**src/rtl/recirculacion_fifo.sv**
```systemverilog
// rtl/recirculacion_fifo.sv - registered forward/recirculate router with buffered probador FIFO (optional stats: RECIRC_STATS_EN)
module recirculacion_fifo #(
  parameter int LANES = 4,
  parameter int WIDTH = 8,
  parameter int DEPTH = 8
) (
  input  logic                         clk,
  input  logic                         reset,
  input  logic [LANES*WIDTH-1:0]       data_in,
  input  logic                         valid_in,
  input  logic [1:0]                   mode,
  output logic [LANES*WIDTH-1:0]       data_mux,
  output logic                         valid_mux,
  output logic [LANES*WIDTH-1:0]       data_probador,
  output logic                         valid_probador,
  input  logic                         ready_probador,
  output logic [$clog2(DEPTH+1)-1:0]   fifo_count,
  output logic                         fifo_full,
  output logic                         overflow
`ifdef RECIRC_STATS_EN
  ,
  output logic [15:0]                  fwd_cnt,
  output logic [15:0]                  drop_cnt
`endif
);

  localparam int DW = LANES * WIDTH;
  localparam int AW = $clog2(DEPTH);
  localparam int CW = $clog2(DEPTH + 1);
  localparam logic [CW-1:0] DEPTH_C = CW'(DEPTH);

  logic [DW-1:0] r_mem [DEPTH];
  logic [AW-1:0] r_wr_ptr;
  logic [AW-1:0] r_rd_ptr;
  logic [CW-1:0] r_count;
  logic [DW-1:0] r_data_mux;
  logic          r_valid_mux;
  logic          r_overflow;

  logic w_fwd;
  logic w_push;
  logic w_pop;
  logic w_full;
  logic w_nonempty;
  logic w_push_acc;
  logic w_drop;

  // Routing decision from mode and valid_in for the current cycle
  always_comb begin
    w_fwd  = 1'b0;
    w_push = 1'b0;
    case (mode)
      2'd0: begin
        w_fwd  = valid_in;
        w_push = ~valid_in;
      end
      2'd1: begin
        w_fwd  = valid_in;
      end
      2'd2: begin
        w_push = 1'b1;
      end
      default: begin
        w_fwd  = valid_in;
        w_push = valid_in;
      end
    endcase
  end

  assign w_nonempty = (r_count != '0);
  assign w_full     = (r_count == DEPTH_C);
  assign w_pop      = w_nonempty & ready_probador;
  // A full FIFO still accepts a push when the head leaves in the same cycle
  assign w_push_acc = w_push & (~w_full | w_pop);
  assign w_drop     = w_push & w_full & ~w_pop;

  // Forward path register: zero data on non-forwarded cycles, never stale
  always_ff @(posedge clk or posedge reset) begin
    if (reset) begin
      r_data_mux  <= '0;
      r_valid_mux <= 1'b0;
    end else begin
      r_data_mux  <= w_fwd ? data_in : '0;
      r_valid_mux <= w_fwd;
    end
  end

  // FIFO storage; contents need no reset because pointers and count gate visibility
  always_ff @(posedge clk) begin
    if (w_push_acc) begin
      r_mem[r_wr_ptr] <= data_in;
    end
  end

  // FIFO pointers, occupancy and sticky overflow flag
  always_ff @(posedge clk or posedge reset) begin
    if (reset) begin
      r_wr_ptr   <= '0;
      r_rd_ptr   <= '0;
      r_count    <= '0;
      r_overflow <= 1'b0;
    end else begin
      if (w_push_acc) begin
        r_wr_ptr <= r_wr_ptr + 1'b1;
      end
      if (w_pop) begin
        r_rd_ptr <= r_rd_ptr + 1'b1;
      end
      if (w_push_acc && !w_pop) begin
        r_count <= r_count + 1'b1;
      end else if (!w_push_acc && w_pop) begin
        r_count <= r_count - 1'b1;
      end
      if (w_drop) begin
        r_overflow <= 1'b1;
      end
    end
  end

`ifdef RECIRC_STATS_EN
  logic [15:0] r_fwd_cnt;
  logic [15:0] r_drop_cnt;

  // Saturating event counters for forwarded words and dropped pushes
  always_ff @(posedge clk or posedge reset) begin
    if (reset) begin
      r_fwd_cnt  <= '0;
      r_drop_cnt <= '0;
    end else begin
      if (w_fwd && r_fwd_cnt != 16'hFFFF) begin
        r_fwd_cnt <= r_fwd_cnt + 16'd1;
      end
      if (w_drop && r_drop_cnt != 16'hFFFF) begin
        r_drop_cnt <= r_drop_cnt + 16'd1;
      end
    end
  end

  assign fwd_cnt  = r_fwd_cnt;
  assign drop_cnt = r_drop_cnt;
`endif

  assign data_mux       = r_data_mux;
  assign valid_mux      = r_valid_mux;
  assign valid_probador = w_nonempty;
  assign data_probador  = w_nonempty ? r_mem[r_rd_ptr] : '0;
  assign fifo_count     = r_count;
  assign fifo_full      = w_full;
  assign overflow       = r_overflow;

endmodule

```
**config.mk**
```make
export PLATFORM = sky130hd
export DESIGN_NAME = recirculacion_fifo
export DESIGN_NICKNAME = d
export VERILOG_FILES = /design/src/rtl/recirculacion_fifo.sv
export SDC_FILE = /design/constraint.sdc
export NUM_CORES = 1
export LEC_CHECK = 0
export ABC_CLOCK_PERIOD_IN_PS = 3600
export CORE_ASPECT_RATIO = 0.8
export CORE_MARGIN = 1.5
export CORE_UTILIZATION = 33
export CTS_CLUSTER_SIZE = 14
export DETAILED_ROUTE_END_ITERATION = 8
export GPL_ROUTABILITY_DRIVEN = 0
export SKIP_LAST_GASP = 1
export SLEW_MARGIN = 10
export SYNTH_ARGS = -nofsm -noshare
export SYNTH_HDL_FRONTEND = slang
export SYNTH_SLANG_ARGS = --single-unit
export TNS_END_PERCENT = 10
```
**constraint.sdc**
```tcl
create_clock -name clk -period 3.6 [get_ports clk]
set_clock_uncertainty 0.05 [all_clocks]
set_input_delay 1.08 -clock clk [delete_from_list [all_inputs] [get_ports clk]]
set_output_delay 1.08 -clock clk [all_outputs]
set_load 0.05 [all_outputs]
```
**Word-level counts from Yosys, hierarchy flattened**

Memories as Yosys holds them, arrays and structs flattened.
Index checks and enable logic that the tools add are counted.

- $mul: 0
- Magnitude comparators: 0
- Eq/ne operators: 3
- Div/mod/pow operators: 0
- Reductions and logical operators: 7
- $add $sub $neg: 4
- Multiplexer cells: 8
- Shift-type cells: 0
- Bitwise gates (word level): 8

Operators by type and width:

| operator | number |
|---|---|
| 32-bit two-way mux | 2 |
| 4-bit two-way mux | 2 |
| 3-bit by 1-bit adder with 3-bit output, second input constant | 2 |
| 4-bit by 1-bit adder with 4-bit output, second input constant | 1 |
| 1-bit AND | 4 |
| 4-bit equality test, second input constant | 1 |
| 4-bit nonzero test | 1 |
| 4-bit by 1-bit subtractor with 4-bit output, second input constant | 1 |
| 1-bit two-way mux | 3 |
| 1-bit inverter | 3 |
| 1-bit case mux with 3 select lines | 1 |
| 2-bit by 1-bit equality test with 1-bit output, second input constant | 1 |
| 2-bit equality test, second input constant | 1 |
| 1-bit logical AND | 2 |
| 1-bit zero test | 2 |
| 2-bit zero test | 1 |
| 2-bit nonzero test | 1 |
| 1-bit bitwise OR | 1 |

- Input port bits: 38
- Register bits after elaboration: 44
- Memories kept: 1
- Memory bits (read-only): 0
- Logic and storage cells: 37
- Bits in writable memories: 256
- Bits in latches: 0

Memory list:

| memory | depth | width | rd ports | clocked after Yosys merged registers in | write ports | line | source |
|---|---|---|---|---|---|---|---|
| r_mem | 8 | 32 | 1 | 0 | 1 | 32 | `logic [DW-1:0] r_mem [DEPTH];` |

**Logic depth before layout (Yosys ltp)**

Gate-level depths: netlist of run 1.

- Word-level depth: 8
- Gate-level depth with buffers: 10

**Worst setup path after synthesis of run 1**

No wires, ideal clock.

- Path type: input-to-reg
- Start point: input mode[1]
- End point: memory r_mem[0][0] (netlist bit), enable pin
- Required time: 3089 ps
- Cell stages on the path: 5
- Buffers on the path: 0
- Data arrival time: 3747 ps
- Library setup time: 461 ps
- Setup slack: -658 ps
- Cells stage by stage: nand2b_1 > o211ai_1 > inv_2 > nand2b_1 > nor3_1

- Word-level cells in the longest chain between the ends: 5
- Elaborated cells between the ends (all ways): 7
- Those cells by class: 2 x eq/ne; 3 x mux; 1 x bitwise; 1 x reduce/logical

RTL lines:

| what | line | source |
|---|---|---|
| start: declaration | 11 | `input logic [1:0] mode,` |
| 2-bit equality test (tied with other cells) | 52 | `case (mode)` |
| 1-bit case mux with 3 select lines * | 52 |  |
| 1-bit AND * | 74 | `assign w_push_acc = w_push & (~w_full \| w_pop);` |
| via w_push_acc | 45 | `logic w_push_acc;` |
| 1-bit two-way mux * | 90 | `if (w_push_acc) begin` |
| 1-bit two-way mux (implied by the code) * | 91 | `r_mem[r_wr_ptr] <= data_in;` |
| end: declaration | 32 |  |

The timed path passes the listed nets; every way through them passes the cells marked *.

**Worst setup path in the final report of run 1**

- Start point: register r_count[3] (netlist: fifo_count[3])
- End point: output data_probador[28]

- Word-level cells in the longest chain between the ends: 2

RTL lines:

| what | line | source |
|---|---|---|
| start: declaration | 35 | `logic [CW-1:0] r_count;` |
| start signal: assignment | 110 | `r_count <= r_count + 1'b1;` |
| start signal: assignment | 112 | `r_count <= r_count - 1'b1;` |
| 4-bit nonzero test | 70 | `assign w_nonempty = (r_count != '0);` |
| 32-bit two-way mux | 146 | `assign data_probador = w_nonempty ? r_mem[r_rd_ptr] : '0;` |
| end: declaration | 14 | `output logic [LANES*WIDTH-1:0] data_probador,` |

No other way between the ends.

==> summary.md, run 1 <==
| Metric | Value |
|---|---|
| Run status | `completed` |
| Final setup margin | `between 0.05 and 0.06 ns` |
| Depth of the worst hold-timing path | `1` |
| Number of rows created at floorplan | `60` |
| Endpoint of the most critical register-to-register path | `fifo_count[3]$_DFFE_PP0P_` |
| Routed wire length | `roughly 24000 um` |
| Post-DP Area | `roughly 13000 um^2` |
| Iteration-0 DRC count of the detailed router | `280` |
| Detailed-route DRC error count | `0` |
| Areal power density over the cells | `about 900 nW/um^2` |
| Endpoint, Worst Hold | `overflow$_DFFE_PP0P_` |
| Worst vdd rail ir drop | `approximately 0.00049 V` |
| Area of the die | `about 35000 um^2` |
| Startpoint of the worst-slack reg-to-reg timing path | `fifo_count[0]$_DFFE_PP0P_` |
| CORE AREA | `33600 um^2` |
| TritonCTS clock tree | `done` |
| RSZ-0062 raised after global routing | `yes` |
| Worst slew slack as a fraction of its limit | `between 60% and 70%` |
| Unique cell type count in the Yosys netlist | `31` |
| Post-layout utilization of the core | `41.8%` |
| Type of element capturing the critical path | `primary output` |
| Hold bufs inserted after CTS | `0` |
| Most frequent cells after synthesis | `256 x sky130_fd_sc_hd__edfxtp_1, 64 x sky130_fd_sc_hd__mux4_2, 44 x sky130_fd_sc_hd__dfrtp_1, 32 x sky130_fd_sc_hd__a22o_1, 32 x sky130_fd_sc_hd__and2_1` |
| Multi-input gate area in the final layout | `approximately 2400 um^2` |
| Worst-path clk slew | `around 0.060 ns` |
| Number of violations of the max-capacitance limit | `0` |
| Number of I/O pins | `110` |
| Synthesized-area fraction occupied by ao, oa, aoi and oai cells | `about 2.9%` |
| Finish-stage setup viols | `0` |
| Number of global-route vias before repair | `about 6000` |
| Final Max Tran Viols | `0` |
| Number of H-tree levels | `1` |
| Number of warnings issued by yosys | `0` |
| CTS Buf Count | `30` |
| Total Nets Final | `around 700` |
| Final-layout fill cell count | `just under 3000` |
| Final Hold Vio Count | `0` |
| Routed vias/inst | `a little under 5` |
| Number of sinks handled by clock tree synthesis | `300` |
| Post-synth EDFFs | `roughly 260` |
| Area fraction in and, or, nand and nor cells after synthesis | `under 10%` |
| Start-to-end type of the worst setup path | `reg2out` |
| Skew-Pair Late Insertion Delay | `around 0.54 ns` |
| Register-to-Register Setup Slack | `a little over 0.6 ns` |
| Leakage | `about 4.8 nW` |
| Post-synthesis adder-cell area fraction | `0.734%` |
| Shortest clock period the worst path allows after layout | `about 3.5 ns` |
| Clock Tree Root | `sky130_fd_sc_hd__clkbuf_16` |
| Vertical die dimension | `roughly 170 um` |
| Dominant combinational cell family by area after synthesis | `multiplexers` |
| Number of antenna repair diodes | `0` |
| Detailed-route wire length per cell | `22.0 um` |
| Share of synthesized area occupied by flip-flops and latches | `between 70 and 80%` |
| Die Width | `roughly 210 um` |
| Worst hold-check path type | `reg2reg` |
| Maximum number of pins on one net before global-route repair | `37` |
| Count of TritonRoute iterations in the first routing pass | `4` |
| Overall global routing resource usage | `between 10% and 20%` |
| Post-layout total power | `between 0.01 and 0.015 W` |
| Fraction of final layout cells sized beyond drive strength 1 | `approximately 28%` |
| Average cell area after synthesis | `roughly 22 um^2` |
| Top area cells in the synthesized netlist | `sky130_fd_sc_hd__edfxtp_1 68%, sky130_fd_sc_hd__mux4_2 13%, sky130_fd_sc_hd__dfrtp_1 9.8%, sky130_fd_sc_hd__a22o_1 2.5%, sky130_fd_sc_hd__and2_1 1.8%` |
| Hold Crit Start | `overflow$_DFFE_PP0P_` |
| Cell type contributing the most total cell area after synthesis | `sky130_fd_sc_hd__edfxtp_1` |
| Worst setup timing slack at the placement stage | `between 0.15 and 0.2 ns` |
| Wire length of the first global-routing pass | `37100 um` |
| Total via count in the routed design | `~5400` |
| Starting Density | `between 30% and 40%` |
| Fmax | `around 0.28 GHz` |
| Most frequent cell after synthesis | `sky130_fd_sc_hd__edfxtp_1` |
| Seq cells post-synth | `300` |
| Sequential cell area | `8800 um^2` |
| Layout overhead on the synthesized area | `24.9%` |
| Share of cell area taken by muxes after synthesis | `a little over an eighth` |
| Slew @ Worst Pin | `around 0.5 ns` |
| Post-Synthesis Net Count | `roughly 560` |
| Worst R2R Path Depth | `10` |
| Total standard cell area after synthesis | `~11000 um^2` |
| Top_reg_cell synth | `sky130_fd_sc_hd__edfxtp_1` |
| Worst Path Required | `around 2.5 ns` |
| XOR/XNOR Fraction of Synth Area | `0.467%` |
| Post-route fraction of the period consumed by the critical path | `98.4%` |
| Data arrival time of the worst path | `around 2.4 ns` |
| Maximum fanout along the worst path | `16` |
| Remaining antenna violation count after routing | `0` |
| Count of mapped cells out of synthesis | `slightly above 500` |
| Fraction of registers with async set/reset | `approximately 15%` |
| Final HPWL DP | `between 10000 and 15000 um` |
| CTS Buffer Depth | `3` |
| Kind of launch point of the worst setup path | `flop` |
| Congestion Overflow GR | `0` |
| Final Instance Area | `14000 um^2` |
| Buffers on Ports | `between 100 and 150` |
| Share of Yosys cell area claimed by the top area cell type | `68.3%` |
| Number of antenna violations at the first check in global routing | `0` |
## logic make-up after synthesis
family,count (synthesis)
multiplexers,66
flip-flops,300
AO/OA/AOI/OAI,39
buffers and inverters,31
XOR/XNOR,6
AND/OR/NAND/NOR,63
adder cells (fa/ha/maj),6
## report_power, final
part	internal (W)	switching, W
Sequential	0.00436	0.000248
Clock	0.00190	0.00124
Combinational	0.00187	0.00305
Total	0.00812	0.00454
## worst max-delay path, cell delays in order (launching register included)
cell and delay [ns]:
sky130_fd_sc_hd__dfrtp_1 0.42, sky130_fd_sc_hd__or4_4 0.58, sky130_fd_sc_hd__buf_4 0.18, sky130_fd_sc_hd__and2_4 0.24
sky130_fd_sc_hd__a22o_1 0.25, sky130_fd_sc_hd__buf_4 0.19
## state kept, by name, indices dropped and copies added (netlist names)
register    flops
data_mux       32
fifo_count      4
overflow        1
r_mem         256
r_rd_ptr        3
r_wr_ptr        3
valid_mux       1
## routing by layer
layer  wire length, um  GRT usage [%]  part of all wire (%)  vias up
met2             11900           23.6                    48      140
met1             11100           19.6                    45     2865
met5                 0              0                     0        -
li1                  -              -                     -     2375
met3              1000           2.28                   4.1       37
met4               497           3.34                   2.0        0
## cell type report
class | instances | area share [%]
tap | 434 | 3.87
multi-input combinational | 181 | 16.9
clock inverter | 17 | 1.31
clock buffer | 39 | 5.88
inverter | 5 | 0.134
sequential | 300 | 62.6
timing repair buffer | 136 | 9.27
## how the worst max path moves through the flow
| stage | end | start |
|---|---|---|
| 6_report | data_probador[28] | fifo_count[3]$_DFFE_PP0P_ |
| 3_3_place_gp | fifo_count[3]$_DFFE_PP0P_ | mode[1] |
| 2_1_floorplan | r_mem[1][0]$_DFFE_PP_ | mode[1] |
| 5_1_grt | data_probador[28] | fifo_count[2]$_DFFE_PP0P_ |
| 3_5_place_dp | fifo_count[3]$_DFFE_PP0P_ | mode[1] |
| 4_1_cts | data_probador[6] | r_rd_ptr[0]$_DFFE_PP0N_ |
## what timing repair did
action | in CTS | in global routing
setup endpoints to repair | 33 | 23
pin swaps | 2 | 0
gates cloned | 2 | 0
endpoints found under the hold margin | 0 | 0
buffers inserted | 2 | 0
gates resized for setup | 4 | 2
## stage by stage
step	hold WS (ns)	std cells	setup TNS [ns]
floorplan	0.417	511	-20.39
global placement	0.413	1052	0
detailed placement	0.409	1052	0
CTS	0.428	1112	0
global route	0.445	1112	-0.129
finish	0.432	1112	0
## layout by cell type (no fill, tap or decap), types with 5 or more instances in the layout
cell type / count
sky130_fd_sc_hd__a22o_1: 32
sky130_fd_sc_hd__clkinv_2: 8
sky130_fd_sc_hd__edfxtp_1: 256
sky130_fd_sc_hd__buf_4: 53
sky130_fd_sc_hd__ha_1: 5
sky130_fd_sc_hd__nand2_1: 10
sky130_fd_sc_hd__nor2_4: 6
sky130_fd_sc_hd__xnor2_1: 6
sky130_fd_sc_hd__dfrtp_1: 41
sky130_fd_sc_hd__clkbuf_1: 6
sky130_fd_sc_hd__clkbuf_16: 31
sky130_fd_sc_hd__nand2b_1: 5
sky130_fd_sc_hd__mux4_2: 64
sky130_fd_sc_hd__and2_1: 32
sky130_fd_sc_hd__clkdlybuf4s50_1: 76
(Power assumes the default switching activity.)
==> run 2, diff against run 1 <==
CORE_UTILIZATION = 50   (was 33)
PLACE_DENSITY = 0.74   (was not set)
==> summary.md, run 2 (same netlist as run 1, synthesis figures left out) <==
| Metric | Value |
|---|---|
| Seq pwr share | `~36%` |
| Data arrival time of the worst path | `2.39 ns` |
| Final instance count without filler cells | `~980` |
| Maximum number of pins on one net before global-route repair | `47` |
| Worst Path Required | `2.47 ns` |
| Number of rows created at floorplan | `48` |
| Hold Worst Slack | `approximately 0.42 ns` |
| Count of TritonRoute iterations in the first routing pass | `5` |
| Finish-stage setup viols | `0` |
| Hold bufs inserted after CTS | `0` |
| Remaining antenna violation count after routing | `0` |
| Post-route fraction of the period consumed by the critical path | `a little over nine tenths` |
| Iteration-0 DRC count of the detailed router | `between 500 and 600` |
| CTS Buffer Depth | `3` |
| Die Width | `about 170 um` |
| Crit. Startpoint | `fifo_count[0]$_DFFE_PP0P_` |
| RSZ-0062 raised after global routing | `no` |
| Run status | `completed` |
| Post-layout total power | `between 0.01 and 0.015 W` |
| Fmax | `0.284 GHz` |
| Number of violations of the max-capacitance limit | `0` |
| Kind of launch point of the worst setup path | `flop` |
| Highest-delay cell along the critical path | `sky130_fd_sc_hd__or4_4` |
| Proportion of total power due to net switching | `between 30% and 40%` |
| Overall global routing resource usage | `21.0%` |
| Wire length of the first global-routing pass | `35500 um` |
| Final Hold Vio Count | `0` |
| Routed vias/inst | `around 5.7` |
| Final HPWL DP | `around 13000 um` |
| Commonest cells after routing, fill and taps aside | `256 x sky130_fd_sc_hd__edfxtp_1, 76 x sky130_fd_sc_hd__clkdlybuf4s50_1, 64 x sky130_fd_sc_hd__mux4_2` |
| Register with the most flip-flops | `r_mem` |
| Fraction of final layout cells sized beyond drive strength 1 | `a little over a quarter` |
| Flip-flop count of the largest register after layout | `256` |
| Hold Crit Start | `overflow$_DFFE_PP0P_` |
| Final setup margin | `around 0.078 ns` |
| Number of antenna violations at the first check in global routing | `0` |
| Start-to-end type of the worst setup path | `reg2out` |
| Congestion Overflow GR | `0` |
| Total net switching power | `between 0.004 and 0.005 W` |
| Number of cells in the design after placement | `between 900 and 1000` |
| Detailed-route wire length per cell | `approximately 24 um` |
| Worst vdd rail ir drop | `about 0.00066 V` |
| Leakage | `between 4 and 5 nW` |
| Number of H-tree levels | `1` |
| Vertical die dimension | `approximately 140 um` |
| Commonest non-fill, non-tap cell in the layout | `sky130_fd_sc_hd__edfxtp_1` |
| Total via count in the routed design | `5555` |
| Detailed-route DRC error count | `0` |
| Layout overhead on the synthesized area | `24.2%` |
| Shortest clock period the worst path allows after layout | `between 3 and 4 ns` |
| Longest individual stage delay on the worst path | `slightly above 0.6 ns` |
| Routed wire length | `around 24000 um` |
| Clock Power Share | `a little under a quarter` |
| Maximum fanout along the worst path | `16` |
| Skew-Pair Late Insertion Delay | `around 0.54 ns` |
| Slew @ Worst Pin | `between 0.6 and 0.7 ns` |
| Startpoint of the worst-slack reg-to-reg timing path | `fifo_count[0]$_DFFE_PP0P_` |
| Worst slew slack as a fraction of its limit | `57.4%` |
| Worst hold-check path type | `reg2reg` |
| Total Nets Final | `about 700` |
| Number of I/O pins | `110` |
| Power Internal | `0.00830 W` |
| Post-layout utilization of the core | `roughly 64%` |
| Type of element capturing the critical path | `primary output` |
| Area of the die | `about 23000 um^2` |
| Portion of total power attributed to combinational logic | `41.5%` |
| Worst setup timing slack at the placement stage | `between 0.15 and 0.2 ns` |
| Starting Density | `around half` |
| Final Max Tran Viols | `0` |
| Buffers on Ports | `109` |
| CTS Buf Count | `30` |
| Areal power density over the cells | `slightly above 900 nW/um^2` |
| Number of global-route vias before repair | `about 5900` |
| Number of antenna repair diodes | `0` |
| Number of sinks handled by clock tree synthesis | `300` |
| Worst-path clk slew | `~0.050 ns` |
| CORE AREA | `between 20000 and 25000 um^2` |
| Clock Tree Root | `sky130_fd_sc_hd__clkbuf_16` |
| Critical Path, Cell by Cell | `or4_4 > and2_4 > a22o_1 > buf_12` |
| TritonCTS clock tree | `done` |
-- run 2: cell count changes in the layout (fill, tap and decap cells not counted), moves of 3 or more --
cell	delta
sky130_fd_sc_hd__buf_12	+15
sky130_fd_sc_hd__clkinv_2	-4
sky130_fd_sc_hd__buf_4	-14
sky130_fd_sc_hd__bufinv_16	-3
-- run 2: repair_timing --
item / CTS / global route
pin swaps: 0 / 1
cloned: 1 / 1
gates resized for setup: 4 / 1
endpoints found under the setup margin: 33 / 32
setup buffers: 0 / 6
-- run 2: cell type report --
class	instances	area (um^2)
sequential	300	8790
fill	1436	7830
multi-input combinational	182	2390
timing repair buffer	136	1450
clock buffer	43	861
tap	300	375
clock inverter	12	85.1
inverter	5	18.8
-- run 2: final timing paths --
kind / end / slack, ns / cells after the start
hold reg to reg: overflow$_DFFE_PP0P_ / 0.42 / 1
setup / recovery: data_probador[31] / 0.08 / 4
setup reg to reg: fifo_count[3]$_DFFE_PP0P_ / 0.60 / 10
hold / removal: overflow$_DFFE_PP0P_ / 0.42 / 1
min in group asynchronous: r_wr_ptr[0]$_DFFE_PP0P_ / 0.89 / 2
max in group asynchronous: fifo_count[3]$_DFFE_PP0P_ / 1.83 / 3
-- run 2: power by group through the flow --
| stage | logic (W) | registers [W] | clock network [W] |
|---|---|---|---|
| CTS | 0.00530 | 0.00460 | 0.00301 |
| finish | 0.00534 | 0.00458 | 0.00295 |
| floorplan | 0.00330 | 0.00472 | 0 |
| global route | 0.00561 | 0.00462 | 0.00314 |
| detailed placement | 0.00523 | 0.00465 | 0 |
| global placement | 0.00518 | 0.00461 | 0 |
-- run 2: per-stage QoR --
stage | TNS, ns | area [um^2]
after global routing | 0 | 14000
after CTS | -0.897 | 13900
after global placement | 0 | 13000
final | 0 | 14000
after floorplan | -20.39 | 11300
after detailed placement | 0 | 13000
-- run 2: per-layer routing --
metal / vias to the layer above / GRT usage [%] / share of wire, %
met5: - / 0 / 0
met4: 0 / 4.87 / 1.7
met3: 35 / 4.14 / 7.2
met2: 228 / 33.5 / 48
met1: 2921 / 30.2 / 43
li1: 2371 / - / -
-- run 2: worst max-delay path, delay by kind of cell, from the launching register on --
| family | cells | cell delay [ns] |
|---|---|---|
| buffers and inverters | 1 | 0.17 |
| DFF | 1 | 0.46 |
| and+or+nand+nor | 2 | 0.92 |
| AOI/OAI and AO/OA | 1 | 0.30 |
